--- config.mk ---
export PLATFORM = sky130hd
export DESIGN_NAME = instruction_fetch_unit_flat
export DESIGN_NICKNAME = d
export VERILOG_FILES = /design/src/rtl/instruction_fetch_unit_if.sv /design/src/rtl/instruction_fetch_unit.sv /design/src/flat_wrapper.sv
export SDC_FILE = /design/constraint.sdc
export NUM_CORES = 1
export LEC_CHECK = 0
export BUFFER_PORTS_ARGS = -buffer_cell sky130_fd_sc_hd__buf_4
export CAP_MARGIN = 10
export CORE_MARGIN = 2
export CORE_UTILIZATION = 50
export DETAILED_ROUTE_END_ITERATION = 8
export PLACE_DENSITY = 0.76
export SKIP_LAST_GASP = 1
export SYNTH_ARGS = -nofsm -noshare
export SYNTH_HDL_FRONTEND = slang
export SYNTH_SLANG_ARGS = --single-unit
--- constraint.sdc ---
create_clock -name clock -period 2.6 [get_ports clock]
set_clock_uncertainty 0.1 [all_clocks]
set_input_delay 0.26 -clock clock [delete_from_list [all_inputs] [get_ports clock]]
set_output_delay 0.26 -clock clock [all_outputs]
set_load 0.05 [all_outputs]
--- src/rtl/instruction_fetch_unit_if.sv ---
// Decode-side handshake between the fetch stage (master) and the decode stage (slave).
interface instruction_fetch_unit_if #(
   parameter int ADDRESS_WIDTH = 8,
   parameter int DATA_WIDTH    = 8
);
   logic                     instr_valid;
   logic [DATA_WIDTH-1:0]    instr_data;
   logic [ADDRESS_WIDTH-1:0] instr_pc;
   logic                     instr_ready;

   modport master (
      output instr_valid,
      output instr_data,
      output instr_pc,
      input  instr_ready
   );

   modport slave (
      input  instr_valid,
      input  instr_data,
      input  instr_pc,
      output instr_ready
   );
endinterface

--- src/rtl/instruction_fetch_unit.sv ---
// PC fetch stage feeding a synchronous ROM: issues addresses under a credit limit,
// captures returned words into a 2-entry buffer and hands them to decode.
module instruction_fetch_unit #(
   parameter int                       ADDRESS_WIDTH = 8,
   parameter int                       DATA_WIDTH    = 8,
   parameter logic [ADDRESS_WIDTH-1:0] RESET_VECTOR  = '0
) (
   input  logic                     clock,
   input  logic                     reset_n,
   input  logic                     enable,
   output logic                     rom_read_enable,
   output logic [ADDRESS_WIDTH-1:0] rom_address,
   input  logic [DATA_WIDTH-1:0]    rom_data,
   input  logic                     branch_valid,
   input  logic [ADDRESS_WIDTH-1:0] branch_target,
   instruction_fetch_unit_if.master instr_bus
);
   localparam logic [ADDRESS_WIDTH-1:0] PC_ONE = {{(ADDRESS_WIDTH-1){1'b0}}, 1'b1};

   logic [ADDRESS_WIDTH-1:0] pc_reg;
   logic [ADDRESS_WIDTH-1:0] inflight_pc_reg;
   logic                     inflight_reg;
   logic [1:0]               count_reg;
   logic [1:0]               count_next;
   logic [DATA_WIDTH-1:0]    fifo_data_reg [2];
   logic [DATA_WIDTH-1:0]    fifo_data_next [2];
   logic [ADDRESS_WIDTH-1:0] fifo_pc_reg [2];
   logic [ADDRESS_WIDTH-1:0] fifo_pc_next [2];

   logic       pop;
   logic       push;
   logic       issue;
   logic       wr_slot;
   logic [2:0] credit_used;

   assign pop  = instr_bus.instr_valid & instr_bus.instr_ready;
   assign push = inflight_reg & ~branch_valid;

   // Words already buffered or on their way back, less the one leaving this cycle.
   assign credit_used = {1'b0, count_reg} + {2'b00, inflight_reg} - {2'b00, pop};
   assign issue       = reset_n & enable & ~branch_valid & (credit_used < 3'd2);

   assign rom_read_enable = issue;
   assign rom_address     = pc_reg;

   assign instr_bus.instr_valid = (count_reg != 2'd0);
   assign instr_bus.instr_data  = fifo_data_reg[0];
   assign instr_bus.instr_pc    = fifo_pc_reg[0];

   // Slot 0 is always the head; a word lands behind whatever survives this cycle's pop.
   assign wr_slot = (count_reg == 2'd2) | ((count_reg == 2'd1) & ~pop);

   always_comb begin
      fifo_data_next = fifo_data_reg;
      fifo_pc_next   = fifo_pc_reg;
      count_next     = count_reg + {1'b0, push} - {1'b0, pop};
      // The head is left untouched on a flush so the outputs keep their last value.
      if (pop && (count_reg == 2'd2) && !branch_valid) begin
         fifo_data_next[0] = fifo_data_reg[1];
         fifo_pc_next[0]   = fifo_pc_reg[1];
      end
      if (push) begin
         fifo_data_next[wr_slot] = rom_data;
         fifo_pc_next[wr_slot]   = inflight_pc_reg;
      end
      if (branch_valid) begin
         count_next = 2'd0;
      end
   end

   always_ff @(posedge clock) begin
      if (!reset_n) begin
         pc_reg          <= RESET_VECTOR;
         inflight_reg    <= 1'b0;
         inflight_pc_reg <= '0;
         count_reg       <= 2'd0;
         for (int i = 0; i < 2; i++) begin
            fifo_data_reg[i] <= '0;
            fifo_pc_reg[i]   <= '0;
         end
      end else begin
         inflight_reg <= issue;
         count_reg    <= count_next;
         if (branch_valid) begin
            pc_reg <= branch_target;
         end else if (issue) begin
            pc_reg          <= pc_reg + PC_ONE;
            inflight_pc_reg <= pc_reg;
         end
         for (int i = 0; i < 2; i++) begin
            fifo_data_reg[i] <= fifo_data_next[i];
            fifo_pc_reg[i]   <= fifo_pc_next[i];
         end
      end
   end
endmodule

--- src/flat_wrapper.sv ---
// flat-port wrapper written by rule: the top's interface ports become plain ports
module instruction_fetch_unit_flat 
#(
   parameter int                       ADDRESS_WIDTH = 8,
   parameter int                       DATA_WIDTH    = 8,
   parameter logic [ADDRESS_WIDTH-1:0] RESET_VECTOR  = '0
)
  (clock, reset_n, enable, rom_read_enable, rom_address, rom_data, branch_valid, branch_target, instr_bus_instr_valid, instr_bus_instr_data, instr_bus_instr_pc, instr_bus_instr_ready);
  instruction_fetch_unit_if #(.ADDRESS_WIDTH(ADDRESS_WIDTH), .DATA_WIDTH(DATA_WIDTH)) instr_bus_i ();
  input  logic clock;
  input  logic reset_n;
  input  logic enable;
  output logic rom_read_enable;
  output logic [ADDRESS_WIDTH-1:0] rom_address;
  input  logic [DATA_WIDTH-1:0] rom_data;
  input  logic branch_valid;
  input  logic [ADDRESS_WIDTH-1:0] branch_target;
  output wire logic [$bits(instr_bus_i.instr_valid)-1:0] instr_bus_instr_valid;
  output wire logic [$bits(instr_bus_i.instr_data)-1:0] instr_bus_instr_data;
  output wire logic [$bits(instr_bus_i.instr_pc)-1:0] instr_bus_instr_pc;
  input wire logic [$bits(instr_bus_i.instr_ready)-1:0] instr_bus_instr_ready;
  assign instr_bus_instr_valid = instr_bus_i.instr_valid;
  assign instr_bus_instr_data = instr_bus_i.instr_data;
  assign instr_bus_instr_pc = instr_bus_i.instr_pc;
  assign instr_bus_i.instr_ready = instr_bus_instr_ready;
  instruction_fetch_unit #(.ADDRESS_WIDTH(ADDRESS_WIDTH), .DATA_WIDTH(DATA_WIDTH), .RESET_VECTOR(RESET_VECTOR)) u_core (.clock(clock), .reset_n(reset_n), .enable(enable), .rom_read_enable(rom_read_enable), .rom_address(rom_address), .rom_data(rom_data), .branch_valid(branch_valid), .branch_target(branch_target), .instr_bus(instr_bus_i));
endmodule
==> results.cfg, run 1 <==
[worst_setup_path]
crit_top_cell = or2_4
cp_slowest_cell = fa_1
worstPathArrival_ns = 2.16
cp-end-kind = primary output
critPathMaxFanout = 5
crit_type = flop to primary output
max_stage_delay_ns = 0.56
startpoint_type = flop
worstPathCellList = or2_4, nor3b_4, fa_1, nand4b_4, or2_4, inv_4, buf_8
required_ns = 2.24

[final_layout]
drive_above_1_share = 0.268
final_net_count = 314
antenna_cells = 0
area_growth_pct = 16.5

[yosys]
synth.most_common_cell = dfxtp_1
yosys.area.top_type = dfxtp_1
synth_area_leaders = dfxtp_1, mux2i_1, nand2_1, o211a_1, buf_4
synth_area_per_cell_sq_um = 9.73
synth-edff-count = 0
synth-async-reset-ratio = 0
synth_seq_cells = 51
synth_area_sq_um = 2510
yosysSeqAreaShare = 0.407
syn_inst = 258
ys.flop_type = dfxtp_1
synth.distinct_cells = 44
syn_nets = 282
synth.top_cells.by_count = dfxtp_1, nand2_1, mux2i_1
yosys_warnings = 0
yosys.area.top_type_share = 0.407

[sta]
slew_headroom = 0.605
period_needed_ns = 2.52
setup_ws_ns = 0.0760
tightest_slew_ns = 0.593
hold_viol = 0
drv_slew = 0
fin_crit_sh = 0.971
rsz0062_at_grt = false
setup_viol = 0
final.setup.tns_ns = 0
max_clock_freq_mhz = 396

[die]
die-area_sq_um = 5600
rows = 25
fp.dieH_um = 74.9
core_sq_um = 4790
die_w_um = 74.9
initial_core_util = 0.524
io_pins = 47

[clocking]
clock-sinks = 51
cts-htree-levels = 2
cts.path.max_buffers = 2
clk_latency_ns = 0.30
cts_made_buffers = 5
tritoncts = built
cts-root-buf = clkbuf_8
clk_pin_slew_ns = 0.09

[drt]
drc = 0
wire_per_inst_um = 13.2
vias = 1848
drt_iter0_drc = 96
via_per_inst = 5.16
ant_nets = 0
drtPass1Iterations = 4
wl_um = 4710

[global_routing]
track_usage = 0.179
grt_pass1_wl_um = 7840
grt_start_max_net_pins = 56
antenna_found_initial = 0
overflow = 0
grt_pass1_vias = 1714

[placed_design]
port-buffer-count = 46
hpwl_um = 3210
detailedPlace.worstSlack_ns = 0.125
gp_congestion = 0.877

[power]
leakage_nw = 1.46
ir_drop_v = 0.000362
p_per_area_nw_per_um2 = 536

[min_path]
hold_class = input port to flop

[run]
drv_cap = 0

[run_status]
run_status = complete, no violations
-- logic make-up (layout without fill, tap and decap cells) --
group / Yosys count / after routing / synth area share
xor gates and xnor gates: 3 / 3 / 0.0105
DFF: 51 / 51 / 0.407
AOI/OAI and AO/OA: 49 / 49 / 0.159
adders and majority gates: 3 / 3 / 0.0179
and+or+nand+nor: 81 / 81 / 0.166
muxes: 33 / 33 / 0.132
buffers and inverters: 38 / 71 / 0.108
-- stage by stage --
stage	utilization	std cells	instance area, sq um	hold slack (ns)	total power, W
floorplan	-	258	2510	0.316	0.000980
global placement	0.576	347	2760	0.368	0.00104
detailed placement	0.576	347	2760	0.370	0.00104
CTS	0.602	355	2880	0.0994	0.00158
global route	0.611	358	2920	0.0979	0.00164
finish	0.611	358	2920	0.103	0.00157
-- where the power goes --
part	internal (W)	total (W)	switching [W]	leakage, nW
Sequential	0.000800	0.000820	0.0000197	0.414
Clock	0.000287	0.000541	0.000255	0.0581
Combinational	0.0000833	0.000206	0.000122	0.986
-- worst max-delay path: cells and delay by family (launching register included) --
kind                     cells  cell delay, ns
flip-flops                   1            0.31
adder cells (fa/ha/maj)      1            0.56
buffers and inverters        2            0.22
AND/OR/NAND/NOR              4            0.76
-- routing by layer --
layer,part of all wire,global-route usage
met1,0.49,0.246
met2,0.44,0.272
met3,0.054,0.0495
met4,0.0093,0.0595
met5,0,0
-- final timing paths --
path                                     startpoint                                   endpoint  slack (ns)  depth (start not counted)
max reg2reg          u_core.count_reg[1]$_SDFF_PP0_         u_core.rom_address[6]$_SDFFE_PN0P_        0.11                          8
max                  u_core.count_reg[1]$_SDFF_PP0_                            rom_read_enable        0.08                          7
min reg2reg  u_core.inflight_pc_reg[3]$_SDFFE_PN0P_     u_core.inflight_pc_reg[3]$_SDFFE_PN0P_        0.38                          2
min                                     rom_data[3]  u_core.instr_bus.instr_data[3]$_SDFF_PN0_        0.10                          2
-- placed cells by master, fill, tap and decap left out, types with 2 or more instances in the layout --
cell type,instances
dfxtp_1,50
or2_4,2
and3_1,2
o21ai_0,5
buf_4,57
a21boi_0,9
o21a_1,2
nor2b_1,17
nand2_1,47
o211a_1,16
ha_1,2
a21oi_1,4
o41ai_1,3
clkbuf_8,5
inv_1,4
nand3_1,3
mux2i_1,32
nor3_1,2
-- final cells by class --
class	count	area (sq um)
clock inverters	3	43.8
multi-input cells	169	1240
flip-flops and latches	51	1020
fillers	420	1860
repair buffers	58	443
well taps	67	83.8
inverters	5	21.3
clock buffers	5	68.8
-- repair_timing --
action	4_1_cts	5_1_grt
hold buffers	0	0
pin swaps	1	4
setup endpoints to repair	1	1
buffers inserted	0	3
resized for setup	5	4
Note: power is estimated with default switching activity, not from simulation.
==> run 2, diff against run 1 <==
--- a/config.mk
+++ b/config.mk
@@ -10,6 +10,7 @@
 export CORE_MARGIN = 2
 export CORE_UTILIZATION = 50
 export DETAILED_ROUTE_END_ITERATION = 8
+export MAX_ROUTING_LAYER = met4
 export PLACE_DENSITY = 0.76
 export SKIP_LAST_GASP = 1
 export SYNTH_ARGS = -nofsm -noshare
==> run 2 against run 1 <==
Against the previous run: first-iteration DRC count down 16%; clock-buffer cell count up 1; wire length down 0.32%; total power down 1.3%; largest cell class unchanged.
==> results.cfg, run 2 (same netlist as run 1, synthesis figures left out) <==
[worst_setup_path]
startpoint_type = flop
required_ns = 2.24
rr_startpoint = u_core.count_reg[0]$_SDFF_PP0_
crit_type = flop to primary output
critPathMaxFanout = 5
cp-end-kind = primary output
worstPathArrival_ns = 2.18
setup.worst_path.start = u_core.count_reg[0]$_SDFF_PP0_
reg2reg_depth = 8

[die]
io_pins = 47
initial_core_util = 0.524
core_sq_um = 4790
die-area_sq_um = 5600
die_w_um = 74.9
rows = 25
fp.dieH_um = 74.9

[final_layout]
fin_util = 0.608
antenna_cells = 0
drive_above_1_share = 0.260
area_growth_pct = 15.9
final_common_cell = buf_4
layout_common_cells = buf_4, dfxtp_1, nand2_1, mux2i_1, nor2b_1
final_net_count = 313

[drt]
drt_iter0_drc = 81
wire_per_inst_um = 13.2
drc = 0
drtPass1Iterations = 4
top_layer = met4
vias = 1826
wl_um = 4700
ant_nets = 0
met1Wirelength_um = 2320
met2_length_um = 2130
via_per_inst = 5.13
met3_length_um = 206

[clocking]
clk_latency_ns = 0.29
tritoncts = built
cts-htree-levels = 2
clock-sinks = 51
clk_pin_slew_ns = 0.09
cts.path.max_buffers = 2
cts_made_buffers = 5
cts-root-buf = clkbuf_8
hold_buffers = 0

[global_routing]
grt_pass1_vias = 1767
overflow = 0
grt_start_max_net_pins = 56
antenna_found_initial = 0
grt_pass1_wl_um = 7840
track_usage = 0.184

[placed_design]
gp_congestion = 0.900
hpwl_um = 3180
port-buffer-count = 46
detailedPlace.worstSlack_ns = 0.105

[sta]
tightest_slew_ns = 0.603
setup_viol = 0
final.setup.tns_ns = 0
max_clock_freq_mhz = 393
drv_slew = 0
hold_viol = 0
slew_headroom = 0.598
rsz0062_at_grt = true
setup_ws_ns = 0.0565
period_needed_ns = 2.54
hold_slack_ns = 0.108
fin_crit_sh = 0.978

[run_status]
run_status = complete, no violations

[power]
p_per_area_nw_per_um2 = 531
total_power_w = 0.00155
swShare = 0.247
p_clk_frac = 0.338
switchingPower_w = 0.000381
p_int_w = 0.00116
leakage_nw = 1.45
combPwrFrac = 0.132
ir_drop_v = 0.000253
p_seq_frac = 0.530

[min_path]
hold_class = input port to flop
worstHoldStart = rom_data[1]
hold_path_depth = 2

[run]
drv_cap = 0
run 2: cell count changes in the layout (fill, tap and decap cells not counted):
| cell | change |
|---|---|
| clkbuf_1 | +1 |
| buf_4 | -1 |
| inv_4 | -1 |
| clkinv_2 | -1 |
run 2: power groups by stage:
stage	combinational [W]	clock, W	sequential, W
6_report	0.000204	0.000522	0.000819
5_1_grt	0.000221	0.000566	0.000822
4_1_cts	0.000203	0.000542	0.000819
3_5_place_dp	0.000200	0	0.000837
3_3_place_gp	0.000198	0	0.000837
2_1_floorplan	0.000121	0	0.000859
run 2: cell type report:
cell class,instances,area (sq um)
clock buffers,6,72.6
clock inverters,1,30.0
fillers,439,1880
inverters,5,23.8
multi-input cells,169,1240
flip-flops and latches,51,1020
well taps,67,83.8
repair buffers,57,435
run 2: layer usage:
metal  vias to the layer above  global-route usage
met5                         -                   -
met4                         0              0.0476
met3                         5              0.0375
met2                        47               0.304
met1                       839               0.231
li1                        935                   -
run 2: path summary, 6_finish.rpt:
path	end	slack, ns
min reg2reg	u_core.inflight_pc_reg[3]$_SDFFE_PN0P_	0.38
min	u_core.instr_bus.instr_data[1]$_SDFF_PN0_	0.11
max reg2reg	u_core.rom_address[6]$_SDFFE_PN0P_	0.06
max	rom_read_enable	0.06
run 2: worst max-delay path, stage by stage (launching register included):
cell and delay (ns):
dfxtp_2 0.33, or2_4 0.24, nor3b_4 0.15, fa_1 0.57, nand4b_4 0.11, or2_4 0.27
clkinv_4 0.07, buf_8 0.14
run 2: stage by stage:
step / cell area, sq um / instances
after floorplan: 2510 / 258
after global placement: 2760 / 347
after detailed placement: 2760 / 347
after CTS: 2870 / 354
after global routing: 2910 / 356
final: 2910 / 356
run 2: what timing repair did:
item                       4_1_cts  5_1_grt
gates resized for setup          5        6
pin swaps                        1        3
setup buffers                    0        2
setup endpoints to repair        1        1
